===== src/rtl/alu_pkg.sv =====
// alu_pkg: operation, shift-fill and FSM state encodings shared by alu_seq and its bench.
// fill_bit resolves the bit shifted in on one shift step.
package alu_pkg;

    typedef enum logic [3:0] {
        XORR = 4'd0,
        AND  = 4'd1,
        SHL  = 4'd2,
        SHR  = 4'd3,
        INC  = 4'd4,
        DEC  = 4'd5,
        HALF = 4'd6,
        CMP  = 4'd7,
        MUL  = 4'd8
    } alu_op_e;

    typedef enum logic [1:0] {
        FILL_ZERO  = 2'd0,
        FILL_ONE   = 2'd1,
        FILL_CARRY = 2'd2,
        FILL_RSVD  = 2'd3
    } fill_e;

    typedef enum logic [1:0] {
        IDLE = 2'd0,
        BUSY = 2'd1,
        DONE = 2'd2
    } state_e;

    // The reserved fill code behaves like zero fill.
    function automatic logic fill_bit(input logic [1:0] fill, input logic live_carry);
        case (fill)
            FILL_ONE:   return 1'b1;
            FILL_CARRY: return live_carry;
            default:    return 1'b0;
        endcase
    endfunction

endpackage


===== src/rtl/alu_seq_mul.sv =====
// alu_seq_mul: iterative shift-add multiplier, one partial product per cycle over W cycles.
// prod/done are combinational so the caller can capture the final step on the same edge.
module alu_seq_mul #(
    parameter int W = 8
) (
    input  logic           clk,
    input  logic           rst_n,
    input  logic           start,
    input  logic [W-1:0]   a,
    input  logic [W-1:0]   b,
    output logic           done,
    output logic [2*W-1:0] prod
);
    localparam int CW = $clog2(W);

    logic [W-1:0]   a_q;
    logic [2*W-1:0] acc;
    logic [2*W-1:0] acc_nxt;
    logic [W:0]     sum;
    logic [CW-1:0]  cnt;
    logic           busy;

    // acc holds {partial high half, remaining multiplier bits}; each step adds and shifts right.
    always_comb begin
        sum     = {1'b0, acc[2*W-1:W]} + (acc[0] ? {1'b0, a_q} : {(W+1){1'b0}});
        acc_nxt = {sum, acc[W-1:1]};
    end

    assign done = busy && (cnt == CW'(W-1));
    assign prod = acc_nxt;

    always_ff @(posedge clk or negedge rst_n) begin
        if (!rst_n) begin
            a_q  <= '0;
            acc  <= '0;
            cnt  <= '0;
            busy <= 1'b0;
        end else if (start) begin
            a_q  <= a;
            acc  <= {{W{1'b0}}, b};
            cnt  <= '0;
            busy <= 1'b1;
        end else if (busy) begin
            acc <= acc_nxt;
            cnt <= cnt + CW'(1);
            if (done) begin
                busy <= 1'b0;
            end
        end
    end

endmodule


===== src/rtl/alu_seq.sv =====
// alu_seq: multi-cycle ALU with valid/ready on both sides and persistent carry/ne/lt flags.
// Shifts step one bit per cycle through the carry; MUL runs in alu_seq_mul.
module alu_seq
    import alu_pkg::*;
#(
    parameter int W   = 8,
    parameter int SHW = 3
) (
    input  logic           clk,
    input  logic           rst_n,
    input  logic           in_valid,
    output logic           in_ready,
    input  logic [3:0]     op,
    input  logic [1:0]     fill,
    input  logic [SHW-1:0] amt,
    input  logic [W-1:0]   inA,
    input  logic [W-1:0]   inB,
    input  logic [W/2-1:0] immed,
    output logic           out_valid,
    input  logic           out_ready,
    output logic [W-1:0]   rslt,
    output logic           carry,
    output logic           notequal,
    output logic           lessthan,
    output logic           illegal
);
    state_e         state;
    state_e         state_nxt;
    logic           accept;
    logic           start_shift;
    logic           start_mul;
    logic           busy_last;

    logic [3:0]     op_q;
    logic [1:0]     fill_q;
    logic [W-1:0]   sh_r;
    logic           sh_c;
    logic [SHW-1:0] sh_cnt;
    logic [W-1:0]   step_r;
    logic           step_c;
    logic           step_f;

    logic [W-1:0]   imm_rslt;
    logic           imm_carry;
    logic           imm_ill;
    logic           imm_cmp;

    logic           mul_done;
    logic [2*W-1:0] mul_prod;

    assign in_ready    = rst_n && (state == IDLE);
    assign out_valid   = (state == DONE);
    assign accept      = in_valid && in_ready;
    assign start_shift = ((op == SHL) || (op == SHR)) && (amt != '0);
    assign start_mul   = (op == MUL);
    assign busy_last   = (op_q == MUL) ? mul_done : (sh_cnt == SHW'(1));

    alu_seq_mul #(.W(W)) u_mul (
        .clk   (clk),
        .rst_n (rst_n),
        .start (accept && start_mul),
        .a     (inA),
        .b     (inB),
        .done  (mul_done),
        .prod  (mul_prod)
    );

    always_ff @(posedge clk or negedge rst_n) begin
        if (!rst_n) begin
            state <= IDLE;
        end else begin
            state <= state_nxt;
        end
    end

    // Only shifts with a nonzero amount and MUL pass through BUSY.
    always_comb begin
        state_nxt = state;
        case (state)
            IDLE: if (accept) state_nxt = (start_shift || start_mul) ? BUSY : DONE;
            BUSY: if (busy_last) state_nxt = DONE;
            DONE: if (out_ready) state_nxt = IDLE;
            default: state_nxt = IDLE;
        endcase
    end

    // One shift step; the fill bit sees the working carry, so fill=2 rotates through it.
    always_comb begin
        step_f = fill_bit(fill_q, sh_c);
        step_r = sh_r;
        step_c = sh_c;
        if (op_q == SHL) begin
            {step_c, step_r} = {sh_r, step_f};
        end else begin
            {step_r, step_c} = {step_f, sh_r};
        end
    end

    always_comb begin
        imm_rslt  = '0;
        imm_carry = carry;
        imm_ill   = 1'b0;
        imm_cmp   = 1'b0;
        case (op)
            XORR:     imm_rslt = W'(^inA);
            AND:      imm_rslt = inA & inB;
            SHL, SHR: imm_rslt = inA;
            INC:      {imm_carry, imm_rslt} = {1'b0, inA} + (W+1)'(1);
            DEC: begin
                imm_rslt  = inA - W'(1);
                imm_carry = (inA == '0);
            end
            HALF:     imm_rslt = {inA[W/2-1:0], immed};
            CMP:      imm_cmp = 1'b1;
            MUL:      imm_rslt = '0;
            default:  imm_ill = 1'b1;
        endcase
    end

    // Result and flags are written only on the edge that enters DONE.
    always_ff @(posedge clk or negedge rst_n) begin
        if (!rst_n) begin
            rslt     <= '0;
            carry    <= 1'b0;
            notequal <= 1'b0;
            lessthan <= 1'b0;
            illegal  <= 1'b0;
            op_q     <= '0;
            fill_q   <= '0;
            sh_r     <= '0;
            sh_c     <= 1'b0;
            sh_cnt   <= '0;
        end else if (accept) begin
            op_q   <= op;
            fill_q <= fill;
            sh_r   <= inA;
            sh_c   <= carry;
            sh_cnt <= amt;
            if (!(start_shift || start_mul)) begin
                rslt    <= imm_rslt;
                carry   <= imm_carry;
                illegal <= imm_ill;
                if (imm_cmp) begin
                    notequal <= (inA != inB);
                    lessthan <= (inA < inB);
                end
            end
        end else if (state == BUSY) begin
            if (op_q == MUL) begin
                if (mul_done) begin
                    rslt    <= mul_prod[W-1:0];
                    carry   <= |mul_prod[2*W-1:W];
                    illegal <= 1'b0;
                end
            end else begin
                sh_r   <= step_r;
                sh_c   <= step_c;
                sh_cnt <= sh_cnt - SHW'(1);
                if (busy_last) begin
                    rslt    <= step_r;
                    carry   <= step_c;
                    illegal <= 1'b0;
                end
            end
        end
    end

endmodule

===== config.mk =====
export PLATFORM = sky130hd
export DESIGN_NAME = alu_seq
export DESIGN_NICKNAME = d
export VERILOG_FILES = /design/src/rtl/alu_pkg.sv /design/src/rtl/alu_seq_mul.sv /design/src/rtl/alu_seq.sv
export SDC_FILE = /design/constraint.sdc
export NUM_CORES = 1
export LEC_CHECK = 0
export CORE_ASPECT_RATIO = 0.75
export CORE_MARGIN = 4
export CORE_UTILIZATION = 55
export CTS_BUF_LIST = sky130_fd_sc_hd__clkbuf_8
export CTS_CLUSTER_SIZE = 10
export DETAILED_ROUTE_END_ITERATION = 16
export GPL_TIMING_DRIVEN = 0
export PLACE_DENSITY = 0.78
export SYNTH_ARGS = -nofsm -noshare
export SYNTH_HDL_FRONTEND = slang
export SYNTH_HIERARCHICAL = 1
export SYNTH_SLANG_ARGS = --single-unit

===== constraint.sdc =====
create_clock -name clk -period 3.3 [get_ports clk]
set_input_delay 0.66 -clock clk [delete_from_list [all_inputs] [get_ports clk]]
set_output_delay 0.66 -clock clk [all_outputs]
set_load 0.01 [all_outputs]

==> reports/metrics.csv <==
metric;value;unit
critPathLaunchType;flop;
stdcell_count;660;
route.met2.wl;5380;um
die_w;111;um
grt_pass1_vias;4021;
netlist_instances;495;
critPathMaxFanout;9;
powerDensity;702;nW/um2
tns;0;ns
ys_types;69;
clk_latency;0.35;ns
grt_pass1_wl;20400;um
final_core_util;69.6;%
regToRegSetupSlack;0.20;ns
coreArea;7570;um2
ir_drop;0.341;mV
synth-edff-count;0;
synthArstFlopShare;100;%
syn_area_per_cell;8.92;um2
io_pins;47;
fin_skew;0.00889;ns
insertedDiodeCount;0;
synth_top_area_share;34.0;%
synthesis.nets;568;
r2r-start;u_mul/acc[0]$_DFFE_PN0P_;
cts_max_path_buffers;2;
wl_met1;5740;um
die_h;85.6;um
cts.sinks;60;
top_layer_used;met4;
cts_made_buffers;9;
grt_setup_unrepaired;false;
layout_commonest_cell;nand2_1;
antenna_found_initial;0;
drv_cap;0;
final_layout_size_suffix_gt1_share;10.6;%
cp_top_family;compound AO/OA/AOI/OAI gates;
globalplace.congestion;0.942;
htreeDepth;3;
final_cell_mix;nand2_1, dfrtp_1, o21ai_0;
drt-initial-drc-count;357;
crit_type;reg -> reg;
path_buf_inv;0;
finalMaxSlewViolations;0;
start_util;58.3;%
r2r_end;carry$_DFFE_PN0P_;
synth_area;4410;um2
multi_input_area;2680;um2
totalWireLength;12400;um
clkTransAtPathRegs;0.08;ns
synth-seq-cells;60;
cts-root-buf;clkbuf_8;
cts_tree;yes;
max_freq;0.322;GHz
crit_required;3.54;ns
syn2layout_area_growth;19.4;%
dieArea;9540;um2
post-route-drc-count;0;
yosysSeqAreaShare;34.0;%
ff2ff_path_depth;11;
dp.cells;643;
ys_warn_count;6;
ant_nets;0;
hpwl;9250;um
nFillCells;626;
power_leakage;2.28;nW
cp_cell_sequence;and2_1 > ha_1 > fa_2 > a211oi_2 > o21bai_1 > a211o_1 > and2_2 > nor4_4 > a31oi_1 > a221oi_1 > nor2_1;
row_count;27;
tightest_slew;0.923;ns
via_per_inst;6.05;
slew-limit-headroom;38.0;%
drt-pass1-iter-count;5;
via_count;3995;
crit_slowest_cell;dfrtp_2;
wl_met3;1120;um
wl_per_cell;18.8;um
grt_usage;26.9;%
max_stage_delay;0.46;ns
yosysTopAreaCell;dfrtp_1;
numPortBuffers;46;
hold_buffers;0;
end_kind;flop;
outcome;complete, no violations;
final_nets;627;
hold_class;in -> async;
overflow;0;
synth_area_leaders;dfrtp_1, ha_1, nand2_1;
finalWorstPathRequiredPeriod;3.10;ns
grt_start_max_net_pins;36;
hold_viol;0;
period_share;94.1;%
synth_ff_type;dfrtp_1;
finalSetupViolations;0;
critPathArrivalTime;3.34;ns
regArea;1500;um2
-- registers in the layout, summed over array words and instances, names as in the netlist --
signal	flops
u_mul/cnt	3
state	2
sh_c	1
u_mul/busy	1
u_mul/a_q	8
sh_r	8
lessthan	1
u_mul/acc	16
illegal	1
fill_q	2
op_q	4
carry	1
notequal	1
sh_cnt	3
rslt	8
-- layout make-up --
class                      count  area share [%]
buffer                        30            3.04
clock inverter                 6            1.66
clock buffer                  10            2.61
inverter                      25            1.78
tap                          101            2.40
timing repair buffer          48            9.21
sequential                    60            28.5
multi-input combinational    380            50.8
-- Yosys cell counts, types with 4 or more instances --
library cell,count
buf_2,8
buf_4,8
o21ai_0,47
inv_1,25
mux2_2,9
a21oi_1,14
clkbuf_1,11
xnor2_1,8
a31oi_1,10
a22oi_1,7
nand4_1,4
nand2b_1,5
a32oi_1,4
nor3_1,8
nor2_1,30
mux2i_1,24
and2_1,11
and3_1,4
ha_1,39
nand3_1,7
nand2_1,68
a22o_1,4
o211ai_1,5
xor2_1,5
dfrtp_1,60
-- metrics by stage --
step | power, mW | instance area [um2] | setup WS [ns] | hold WS [ns]
2_1_floorplan | 2.32 | 4410 | 0.462 | 0.364
3_3_place_gp | 2.81 | 5000 | -1.95 | 0.462
3_5_place_dp | 2.88 | 5020 | -0.332 | 0.477
4_1_cts | 3.66 | 5250 | 0.0162 | 0.428
5_1_grt | 3.95 | 5270 | 0.0461 | 0.339
6_report | 3.70 | 5270 | 0.196 | 0.303
-- worst max-delay path by stage --
stage	start	to	slack, ns	depth (start not counted)
2_1_floorplan	u_mul/acc[0]$_DFFE_PN0P_	carry$_DFFE_PN0P_	0.46	11
3_3_place_gp	rst_n	u_mul/a_q[5]$_DFFE_PN0P_	-1.95	8
3_5_place_dp	rst_n	u_mul/a_q[6]$_DFFE_PN0P_	-0.33	9
4_1_cts	rst_n	u_mul/a_q[3]$_DFFE_PN0P_	0.02	9
5_1_grt	u_mul/acc[0]$_DFFE_PN0P_	carry$_DFFE_PN0P_	0.05	11
6_report	u_mul/acc[0]$_DFFE_PN0P_	carry$_DFFE_PN0P_	0.20	11
-- worst reg2reg max path, stage by stage (launching register included) --
cell and delay, ns:
dfrtp_2 0.46, and2_1 0.18, ha_1 0.25, fa_2 0.40
a211oi_2 0.26, o21bai_1 0.11, a211o_1 0.33, and2_2 0.22
nor4_4 0.30, a31oi_1 0.13, a221oi_1 0.29, nor2_1 0.06
-- kinds of logic after synthesis --
logic type	share of synthesized area, %
AND/OR/NAND/NOR	19.4
XOR/XNOR	2.58
flip-flops	34.0
multiplexers	7.74
AO/OA/AOI/OAI	19.0
adder cells (fa/ha/maj)	11.5
buffers and inverters	5.75
-- power by group --
group	total, mW	switching [mW]	internal, mW
Combinational	1.65	0.856	0.792
Clock	0.762	0.317	0.444
Sequential	1.29	0.242	1.05
Total	3.70	1.42	2.28
-- what timing repair did --
action | in CTS | in global routing
cloned | 0 | 0
setup endpoints to repair | 1 | 23
pin swaps | 0 | 1
buffers inserted | 0 | 1
resized for setup | 1 | 4
-- per-layer routing --
| layer | vias to the layer above | track usage [%] |
|---|---|---|
| met5 | - | 0 |
| met4 | 0 | 8.18 |
| met3 | 18 | 6.28 |
| met2 | 190 | 40.9 |
| met1 | 1906 | 38.2 |
| li1 | 1881 | - |
No activity file was read; power rests on OpenSTA's default activity.
